==> config.mk <==
export PLATFORM = sky130hd
export DESIGN_NAME = button_debounce_scheduler
export DESIGN_NICKNAME = d
export VERILOG_FILES = /design/src/rtl/button_debounce_scheduler.sv
export SDC_FILE = /design/constraint.sdc
export NUM_CORES = 1
export LEC_CHECK = 0
export CORE_ASPECT_RATIO = 1.4
export CORE_MARGIN = 3
export CORE_UTILIZATION = 40
export DETAILED_ROUTE_END_ITERATION = 6
export DONT_BUFFER_PORTS = 1
export PLACE_DENSITY = 0.6
export SKIP_LAST_GASP = 1
export SLEW_MARGIN = 15
export SYNTH_ARGS = -nofsm -noshare
export SYNTH_HDL_FRONTEND = slang
export SYNTH_SLANG_ARGS = --single-unit
==> constraint.sdc <==
create_clock -name clk -period 3.31 [get_ports clk]
set_input_delay 0.4965 -clock clk [delete_from_list [all_inputs] [get_ports clk]]
set_output_delay 0.4965 -clock clk [all_outputs]
set_load 0.1 [all_outputs]
==> src/rtl/button_debounce_scheduler.sv <==
`default_nettype none
// ============================================================================
// Module      : button_debounce_scheduler
// Description : Four-channel push-button debouncer. A free-running prescaler
//               produces a sample tick; on each tick an FSM walks a single
//               shared saturating-integrator datapath across the channels,
//               one channel per clock. Every debounced level change is
//               queued as an event in a 4-entry first-word-fall-through FIFO.
//
// Ports       : clk        in   system clock, all state updates on posedge
//               rst        in   synchronous active-high reset
//               btn_in     in   raw asynchronous button levels (bit k = ch k)
//               btn_state  out  debounced level per channel
//               evt_valid  out  event FIFO head valid
//               evt_ready  in   consumer takes the head when evt_valid=1
//               evt_btn    out  channel index of the head event
//               evt_press  out  1 = press (0->1), 0 = release (1->0)
//               overflow   out  sticky: an event was dropped (FIFO full)
//
// Revision    : 1.0 - initial release
// ============================================================================
module button_debounce_scheduler #(
    parameter int N_BTN    = 4,
    parameter int TICK_DIV = 100000,
    parameter int THRESH   = 7
) (
    input  logic             clk,
    input  logic             rst,
    input  logic [N_BTN-1:0] btn_in,
    output logic [N_BTN-1:0] btn_state,
    output logic             evt_valid,
    input  logic             evt_ready,
    output logic [1:0]       evt_btn,
    output logic             evt_press,
    output logic             overflow
);

    // ------------------------------------------------------------------------
    // Constants
    // ------------------------------------------------------------------------
    localparam int              c_PW        = (TICK_DIV > 1) ? $clog2(TICK_DIV) : 1;
    localparam logic [c_PW-1:0] c_PRESC_MAX = c_PW'(TICK_DIV - 1);
    localparam logic [3:0]      c_THRESH    = 4'(THRESH);
    localparam logic [1:0]      c_LAST_CH   = 2'd3;

    localparam logic [0:0]      c_ST_IDLE   = 1'b0;
    localparam logic [0:0]      c_ST_SCAN   = 1'b1;

    // ------------------------------------------------------------------------
    // Two-flop synchronizer; only r_sync2 is used by downstream logic.
    // ------------------------------------------------------------------------
    logic [N_BTN-1:0] r_sync1;
    logic [N_BTN-1:0] r_sync2;

    always_ff @(posedge clk) begin
        if (rst) begin
            r_sync1 <= '0;
            r_sync2 <= '0;
        end else begin
            r_sync1 <= btn_in;
            r_sync2 <= r_sync1;
        end
    end

    // ------------------------------------------------------------------------
    // Sample-tick prescaler. Runs freely, including while a scan is in
    // progress; the minimum divide ratio keeps ticks out of the scan window.
    // ------------------------------------------------------------------------
    logic [c_PW-1:0] r_presc;
    logic            w_tick;

    assign w_tick = (r_presc == c_PRESC_MAX);

    always_ff @(posedge clk) begin
        if (rst) begin
            r_presc <= '0;
        end else if (w_tick) begin
            r_presc <= '0;
        end else begin
            r_presc <= r_presc + 1'b1;
        end
    end

    // ------------------------------------------------------------------------
    // Scan FSM: IDLE waits for a tick, SCAN evaluates one channel per clock.
    // ------------------------------------------------------------------------
    logic [0:0] r_state;
    logic [0:0] w_state_nxt;
    logic [1:0] r_ch;
    logic [1:0] w_ch_nxt;
    logic       w_eval;

    always_ff @(posedge clk) begin
        if (rst) begin
            r_state <= c_ST_IDLE;
            r_ch    <= '0;
        end else begin
            r_state <= w_state_nxt;
            r_ch    <= w_ch_nxt;
        end
    end

    always_comb begin
        w_state_nxt = r_state;
        w_ch_nxt    = r_ch;
        w_eval      = 1'b0;
        case (r_state)
            c_ST_IDLE: begin
                if (w_tick) begin
                    w_state_nxt = c_ST_SCAN;
                    w_ch_nxt    = '0;
                end
            end
            c_ST_SCAN: begin
                w_eval   = 1'b1;
                w_ch_nxt = r_ch + 2'd1;
                if (r_ch == c_LAST_CH) begin
                    w_state_nxt = c_ST_IDLE;
                end
            end
            default: begin
                w_state_nxt = c_ST_IDLE;
                w_ch_nxt    = '0;
            end
        endcase
    end

    // ------------------------------------------------------------------------
    // Shared integrator datapath, applied to channel r_ch while scanning.
    // The counter saturates at both ends; the debounced level only flips at
    // the extremes, which gives hysteresis for values in between.
    // ------------------------------------------------------------------------
    logic [3:0]       r_cnt [N_BTN];
    logic [N_BTN-1:0] r_btn_state;
    logic [3:0]       w_cnt_cur;
    logic [3:0]       w_cnt_new;
    logic             w_smp;
    logic             w_lvl_cur;
    logic             w_push;
    logic [2:0]       w_push_data;

    assign w_cnt_cur = r_cnt[r_ch];
    assign w_smp     = r_sync2[r_ch];
    assign w_lvl_cur = r_btn_state[r_ch];

    always_comb begin
        w_cnt_new = w_cnt_cur;
        if (w_smp) begin
            if (w_cnt_cur < c_THRESH) begin
                w_cnt_new = w_cnt_cur + 4'd1;
            end else begin
                w_cnt_new = c_THRESH;
            end
        end else begin
            if (w_cnt_cur != 4'd0) begin
                w_cnt_new = w_cnt_cur - 4'd1;
            end
        end
    end

    // A change is produced only when the new count hits the extreme opposite
    // to the current level; since THRESH >= 1 both cases are exclusive.
    assign w_push = w_eval &&
                    (((w_cnt_new == c_THRESH) && !w_lvl_cur) ||
                     ((w_cnt_new == 4'd0)     &&  w_lvl_cur));
    assign w_push_data = {r_ch, ~w_lvl_cur};

    always_ff @(posedge clk) begin
        if (rst) begin
            for (int i = 0; i < N_BTN; i++) begin
                r_cnt[i] <= '0;
            end
            r_btn_state <= '0;
        end else if (w_eval) begin
            r_cnt[r_ch] <= w_cnt_new;
            if (w_push) begin
                r_btn_state[r_ch] <= ~w_lvl_cur;
            end
        end
    end

    assign btn_state = r_btn_state;

    // ------------------------------------------------------------------------
    // Event FIFO: 4 entries of {channel, level}, first-word-fall-through.
    // A push into a full FIFO is still accepted when the head pops on the
    // same edge; otherwise it is dropped and overflow latches.
    // ------------------------------------------------------------------------
    logic [2:0] r_mem [4];
    logic [1:0] r_wptr;
    logic [1:0] r_rptr;
    logic [2:0] r_count;
    logic       r_overflow;
    logic       w_empty;
    logic       w_full;
    logic       w_pop;
    logic       w_wr;

    assign w_empty = (r_count == 3'd0);
    assign w_full  = (r_count == 3'd4);
    assign w_pop   = !w_empty && evt_ready;
    assign w_wr    = w_push && (!w_full || w_pop);

    always_ff @(posedge clk) begin
        if (rst) begin
            for (int i = 0; i < 4; i++) begin
                r_mem[i] <= '0;
            end
            r_wptr     <= '0;
            r_rptr     <= '0;
            r_count    <= '0;
            r_overflow <= 1'b0;
        end else begin
            if (w_wr) begin
                r_mem[r_wptr] <= w_push_data;
                r_wptr        <= r_wptr + 2'd1;
            end
            if (w_pop) begin
                r_rptr <= r_rptr + 2'd1;
            end
            case ({w_wr, w_pop})
                2'b10:   r_count <= r_count + 3'd1;
                2'b01:   r_count <= r_count - 3'd1;
                default: r_count <= r_count;
            endcase
            if (w_push && w_full && !w_pop) begin
                r_overflow <= 1'b1;
            end
        end
    end

    // Head fields read as zero while empty so reset/idle outputs are clean.
    assign evt_valid            = !w_empty;
    assign {evt_btn, evt_press} = w_empty ? 3'b000 : r_mem[r_rptr];
    assign overflow             = r_overflow;

endmodule
`default_nettype wire
; Yosys cells after proc, flatten, opt, wreduce, memory -nomap -nowiden
; Memory sizes are Yosys's and may differ from the RTL's. A register that Yosys moved wholly into a read port is not among the register bits.
; Cells that the tools add are included.
[op_classes]
n_lt_le_gt_ge = 3
n_reduce_logical = 22
bitwise = 2
mux = 36
eq_ne = 7
add_sub_neg = 8
[op_table]
columns = cell, count
row1 = "adder 17 x 1 -> 17 bit, second input constant", 1
row2 = "== test 17 bit, second input constant", 1
row3 = 2-to-1 mux 1 bit, 16
row4 = 2-to-1 mux 4 bit, 4
row5 = 2-to-1 mux 2 bit, 7
row6 = logical AND 1 bit, 8
row7 = "adder 2 x 1 -> 2 bit, second input constant", 3
row8 = 2-to-1 mux 3 bit, 2
row9 = case mux 3 bit (2 select lines), 1
row10 = "adder 4 x 1 -> 4 bit, second input constant", 1
row11 = binary-select mux 1 bit (select 2 bit), 2
row12 = bitwise mux 4 bit, 1
row13 = "== test 2 bit, second input constant", 2
row14 = "== test 4 x 3 -> 1 bit, second input constant", 1
row15 = zero test 1 bit, 4
row16 = zero test 4 bit, 1
row17 = "< comparator 4 x 3 -> 1 bit, second input constant", 1
row18 = case mux 2 bit (2 select lines), 1
row19 = nonzero test 4 bit, 1
row20 = OR reduction 4 bit, 1
row21 = "subtractor 4 x 1 -> 4 bit, second input constant", 1
row22 = "adder 3 x 1 -> 3 bit, second input constant", 1
row23 = "== test 3 bit, second input constant", 1
row24 = zero test 3 bit, 1
row25 = other kinds (13), 15
[totals]
mem_bits_rw = 28
out_inout_bits = 9
memories = 2
regBits = 40
inputBits = 7
[mem_list]
columns = memory, depth, width, read_ports, rd_clocked_by_memory_dff, write_ports, line_no
row1 = r_cnt, 4, 4, 1, 1, 4, 133  ; logic [3:0] r_cnt [N_BTN];
row2 = r_mem, 4, 3, 1, 1, 4, 189  ; logic [2:0] r_mem [4];

; Longest topological paths before layout
[depth]
depth_word = 13
mapped_depth = 15
depth_no_buf = 14

; Least setup slack after synthesis
; No wires, ideal clock.
[synth_path]
path_type = register to register
start = register (tool-made name)
end = register r_count[1]
arrival_ns = 3.441
path_stages_with_launch = 15
setup_time_ns = 0.087
required_time_ns = 3.223
period_less_slack_ns = 3.527
setup_slack_ns = -0.217
cell_sequence = dfxtp_1 -> buf_6 -> mux4_2 -> clkinv_2 -> ha_1 -> inv_1 -> a211oi_1 -> o21ai_2 -> nor4_4 -> o21ai_2 -> nand3_1 -> fa_1 -> a221oi_1 -> mux2i_1 -> a221oi_2
[synth_rtl]
columns = element, line_no
row1 = "end signal, assigned", 222  ; 2'b10: r_count <= r_count + 3'd1;
row2 = "end signal, assigned", 223  ; 2'b01: r_count <= r_count - 3'd1;
row3 = "end signal, assigned", 224  ; default: r_count <= r_count;
row4 = "end, declared", 192  ; logic [2:0] r_count;

==> results.toml <==
[floorplan]
ios = 16
die_y_um = 117
num_rows = 39
die_x_um = 85.1
die_area_um2 = 9930
start_util = 0.420
coreArea_um2 = 8340

[synth]
syn-num-nets = 339
synth_top_cell_by_area = "dfxtp_1"
yosys_warnings = 0
netlist_top_cells_area = "dfxtp_1, edfxtp_1, nor2_1"
synth_cells = 324
netlist_area_um2 = 3500
yosys.area.top_type_share = 0.252
synth-async-reset-ratio = 0
synthFlopType = "dfxtp_1"
ys_seq_elements = 72
yosysUniqueCellTypes = 62
yosysSeqAreaShare = 0.492
avgSynthCellArea_um2 = 10.8
synth_edf_count = 28

[sta]
timing.fmax_ghz = 0.310
slew_headroom = 0.356
fin_crit_sh = 0.976
clock_skew_ns = 0.00657
worst_slew_pin_slew_ns = 0.965
period_needed_ns = 3.23
hold_viol_final = 0
setup_tns_ns = 0
hold_slack_ns = 0.228
rsz0062_at_grt = "yes"
setup_violations = 0
slew_violations = 0

[route]
routed-via-count = 2370
ant_nets = 0
drtPass1Iterations = 5
viasPerCell = 5.22
drt_wl_total_mm = 6.59
drtIter0Drc = 161
drcViolationCount = 0
avgRoutedWirePerCell_um = 14.5

[clocking]
cts_tree = "built"
cts.sinks = 72
clock_path_buffers = 2
cts.clk_slew.worst_paths_ns = 0.06
cts-buffers-inserted = 9
clkLatencyLatePin_ns = 0.33
cts_hold_buffers = 0
clockRootBuffer = "clkbuf_16"
htree_levels = 3

[power]
leakage_nw = 1.49
irDropWorstVdd_mv = 0.481
power_density_nw_per_um2 = 468
power_mw = 1.91

[grt]
top_usage_layer = "met2"
grt-ovfl-total = 0
met2_usage = 0.243
grt_max_degree = 30
grt_pass1_wl_mm = 10.8
grtUsageMet3 = 0.0219
antenna_found_initial = 0
grt_pass1_vias = 2334
gr-usage-met1 = 0.161
track_usage = 0.142

[status]
status = "completed"

[job]
maxCapViolCount = 0

[placed_design]
hpwl_mm = 4.70
port_buffers = 0
place_congestion = 0.731

[min_path]
holdCritPathClass = "in2reg"

[critical_path]
cp_slowest_cell = "mux4_2"
criticalPathCategory = "reg2reg"
start_kind = "flop"
crit_required_ns = 3.56
critPathMaxStageDelay_ns = 0.59
worstPathArrival_ns = 3.48
critPathMaxFanout = 5
cp-end-kind = "flop"
crit_top_cell = "a221oi_2"
cp_cell_sequence = "mux4_2 > ha_2 > nand2_1 > nand3b_4 > o211ai_4 > and4_4 > o21ai_4 > nand3_2 > fa_1 > a221oi_2 > mux2i_1 > a221oi_2"
cp_top_family = "compound AO/OA/AOI/OAI gates"
cp_num_buf_inv = 0

[finish]
drive_above_1_share = 0.230
nNetsFinal = 362
post-route-util = 0.489
layout_commonest_cell = "nor2_1"
area_growth_pct = 16.6
diodes = 0
final_cell_mix = "nor2_1, dfxtp_1, edfxtp_1"
-- synthesized netlist by cell type, types with 3 or more instances --
cell type and number:
mux2i_1 5, nand3_1 11, mux4_2 9, buf_6 5
nor2b_1 9, inv_1 14, nor2_1 60, and2_1 4
edfxtp_1 28, a311oi_1 5, or3_4 3, nor3_1 7
xnor2_1 5, xor2_1 13, nand4_1 4, nand2_1 24
a21oi_1 11, clkbuf_1 6, ha_1 7, dfxtp_1 44
o21ai_0 3
-- area by class of cell --
| cell class | count | area [um^2] |
|---|---|---|
| clock buffers | 11 | 243 |
| fillers | 749 | 4260 |
| repair buffers | 24 | 193 |
| well taps | 102 | 128 |
| inverters | 16 | 65.1 |
| multi-input cells | 224 | 1690 |
| clock inverters | 5 | 33.8 |
| flip-flops and latches | 72 | 1730 |
-- registers in the layout, summed over array words and instances (netlist names), named ones only --
signal     flops
r_presc       17
r_cnt         16
r_mem         12
btn_state      4
r_sync1        4
r_sync2        4
r_count        3
r_ch           2
r_rptr         2
r_wptr         2
overflow       1
r_state        1
-- worst paths after layout --
path	start	end	slack [ns]	depth (start not counted)
worst max-delay path	flop	r_count[1]	0.08	12
worst min register to register	r_sync1[3]	r_sync2[3]	0.43	1
worst max register to register	flop	r_count[1]	0.08	12
worst min-delay path	rst	r_count[2]	0.23	1
-- where the power goes --
part           total (mW)  internal (mW)  switching (mW)
Clock               0.880          0.525           0.354
Sequential          0.947          0.938         0.00933
Combinational      0.0824         0.0384          0.0440
-- repair_timing --
item                       in CTS  in global routing
resized for setup               1                  5
setup endpoints to repair       1                  1
pin swaps                       1                  8
buffers inserted                1                  6
-- through the flow --
stage,instance area [um^2],worst slack [ns],instances
final,4080,0.0802,454
after global routing,4080,-0.0740,454
after CTS,4000,0.00733,448
after detailed placement,3720,-0.0962,431
after global placement,3720,0.0395,431
after floorplan,3550,0.0126,324
-- logic make-up (layout without fill, tap and decap cells) --
| family | Yosys count | count (layout) | synth area share |
|---|---|---|---|
| and+or+nand+nor | 140 | 140 | 0.204 |
| AOI/OAI and AO/OA | 40 | 40 | 0.0958 |
| buffers and inverters | 28 | 56 | 0.0422 |
| xor gates and xnor gates | 18 | 18 | 0.0450 |
| muxes | 18 | 18 | 0.0901 |
| DFF | 72 | 72 | 0.492 |
| adders and majority gates | 8 | 8 | 0.0307 |
-- routing by layer --
| layer | vias to the layer above | wire, um |
|---|---|---|
| met2 | 34 | 3300 |
| met3 | 15 | 202 |
| met5 | - | 0 |
| met1 | 1128 | 2910 |
| li1 | 1193 | - |
| met4 | 0 | 176 |
Note: power is estimated with default switching activity, not from simulation.
==> variant: new RTL, same flow settings <==
`N_BTN`: 4 -> 8.
--- a/src/rtl/button_debounce_scheduler.sv
+++ b/src/rtl/button_debounce_scheduler.sv
@@ -20,7 +20,7 @@
 // Revision    : 1.0 - initial release
 // ============================================================================
 module button_debounce_scheduler #(
-    parameter int N_BTN    = 4,
+    parameter int N_BTN    = 8,
     parameter int TICK_DIV = 100000,
     parameter int THRESH   = 7
 ) (
Interface: changed (resized btn_in and btn_state); port bits go from 16 to 24. The function was not compared with the original's and may differ.
==> variant against the original RTL <==
  * The run now ends with negative setup slack left
  * Maximum frequency shrank 5.3%
  * Clock power grew 8.1%
  * Cell area grew 3.1%
  * Count of clock-buffer cells in the layout grew 3
  * Final cell count grew 1.5%
  * Routed wire length grew 1.2%
  * Sequential share of layout area shrank 1.3 points
  * Setup slack lost 180 ps
  * Sequential cell count is the same
  * Total power grew 5.2%
  * Synthesized area shrank 0.71%
  * Critical path type unchanged
  * Critical endpoint is now r_count[2]$_SDFFE_PP0P_
  * Largest power group is now the clock network
==> variant: results (changes against the original RTL) <==
outcome: finished, violations left
failing checks: negative setup slack
vias in the first global route: 2440 (+4.5%)
pwr/cell area: 477 mW/mm^2 (+2.0%)
Max Clock Skew: 6.69 ps (+0.122 ps)
Pleak: 1.62 nW (+9.0%)
Nets: 374 (+3.3%)
Clk pwr share: 47.3% (+1.2 points)
post-CTS sizing: 9 (+8)
Setup Buffers After CTS: 3 (+2)
Inst Count DP: 441 (+2.3%)
half-perimeter wire length after detailed placement: 4970 um (+5.6%)
wire per inst: 14.5 um (-0.34%)
setup_tns: -100 ps (-100 ps)
top cells by count, synth: dfxtp_1 (44), nor2_1 (43), edfxtp_1 (28)
Yosys cell types: 54 (-13%)
peak supply drop: 257 uV (-47%)
WP data arrival: 3670 ps (+190 ps)
drt pass-1 iters: 4 (-1)
Synth area leaders: dfxtp_1 (25%), edfxtp_1 (24%), mux4_2 (5.8%), nor2_1 (4.6%), xor2_1 (3.3%)
Iteration-0 DRC Markers: 171 (+6.2%)
final setup fails: 1 (+1)
worst-margin pin slew: 1000 ps (+34.7 ps)
post-route setup slack: -100 ps (-180 ps)
first-pass GRT wire length: 11300 um (+4.5%)
r2r worst-path depth: 16 (+4)
placed cell area: 0.00381 mm^2 (+2.6%)
non-filler cells, final: 461 (+1.5%)
global-route usage over all layers: 14.7% (+0.56 points)
## variant: cell count changes in the layout (fill, tap and decap cells not counted), sizes merged, moves of 4 or more
cell,before,now
nor2,60,43
nand2,24,11
and3,4,16
buf,24,36
nor2b,9,18
nand2b,1,9
inv,15,10
o21ai,7,2
a21oi,12,8
and2,5,9
conb,0,4
## variant: path summary, 6_finish.rpt
path	end	slack, ps
worst max-delay path	r_count[2]$_SDFFE_PP0P_	-100
worst min-delay path	r_sync2[1]$_SDFF_PP0_	240
worst min register to register	r_sync2[1]$_SDFF_PP0_	440
worst max register to register	r_count[2]$_SDFFE_PP0P_	-100
## variant: cell families (layout without fill, tap and decap cells)
kind of cell / Yosys count / in the layout / share of synthesized area, %
DFF: 72 / 72 / 49.5
muxes: 18 / 18 / 8.78
buffers and inverters: 26 / 62 / 3.92
AOI/OAI and AO/OA: 30 / 30 / 6.88
adders and majority gates: 9 / 9 / 3.46
and+or+nand+nor: 145 / 145 / 22.5
other: 1 / 4 / 0.108
xor gates and xnor gates: 19 / 19 / 4.79
## variant: layer usage
layer	GRT usage, %	share of wire (%)
met1	15.7	41
met2	26.5	52
met3	4.16	4.2
met4	7.71	2.8
met5	0	0
## variant: worst max-delay path, stage by stage (launching register included)
cell and delay [ps]:
edfxtp_1 410, mux4_2 500, inv_2 100, ha_4 160, nand2_1 90, or3_4 360
a21oi_4 160, o32ai_4 110, nand4b_1 160, o31ai_4 100, nand3_2 110, ha_4 150
inv_2 30, fa_2 320, xor2_1 150, or3_1 310, a21oi_1 130
## variant: area by class of cell
cell class	instances	area [um^2]	area share [%]
multi-input cells	225	1740	41.3
flip-flops and latches	72	1730	41.0
clock buffers	14	295	7.02
repair buffers	36	274	6.51
well taps	102	128	3.03
inverters	10	37.5	0.892
clock inverters	2	10.0	0.238
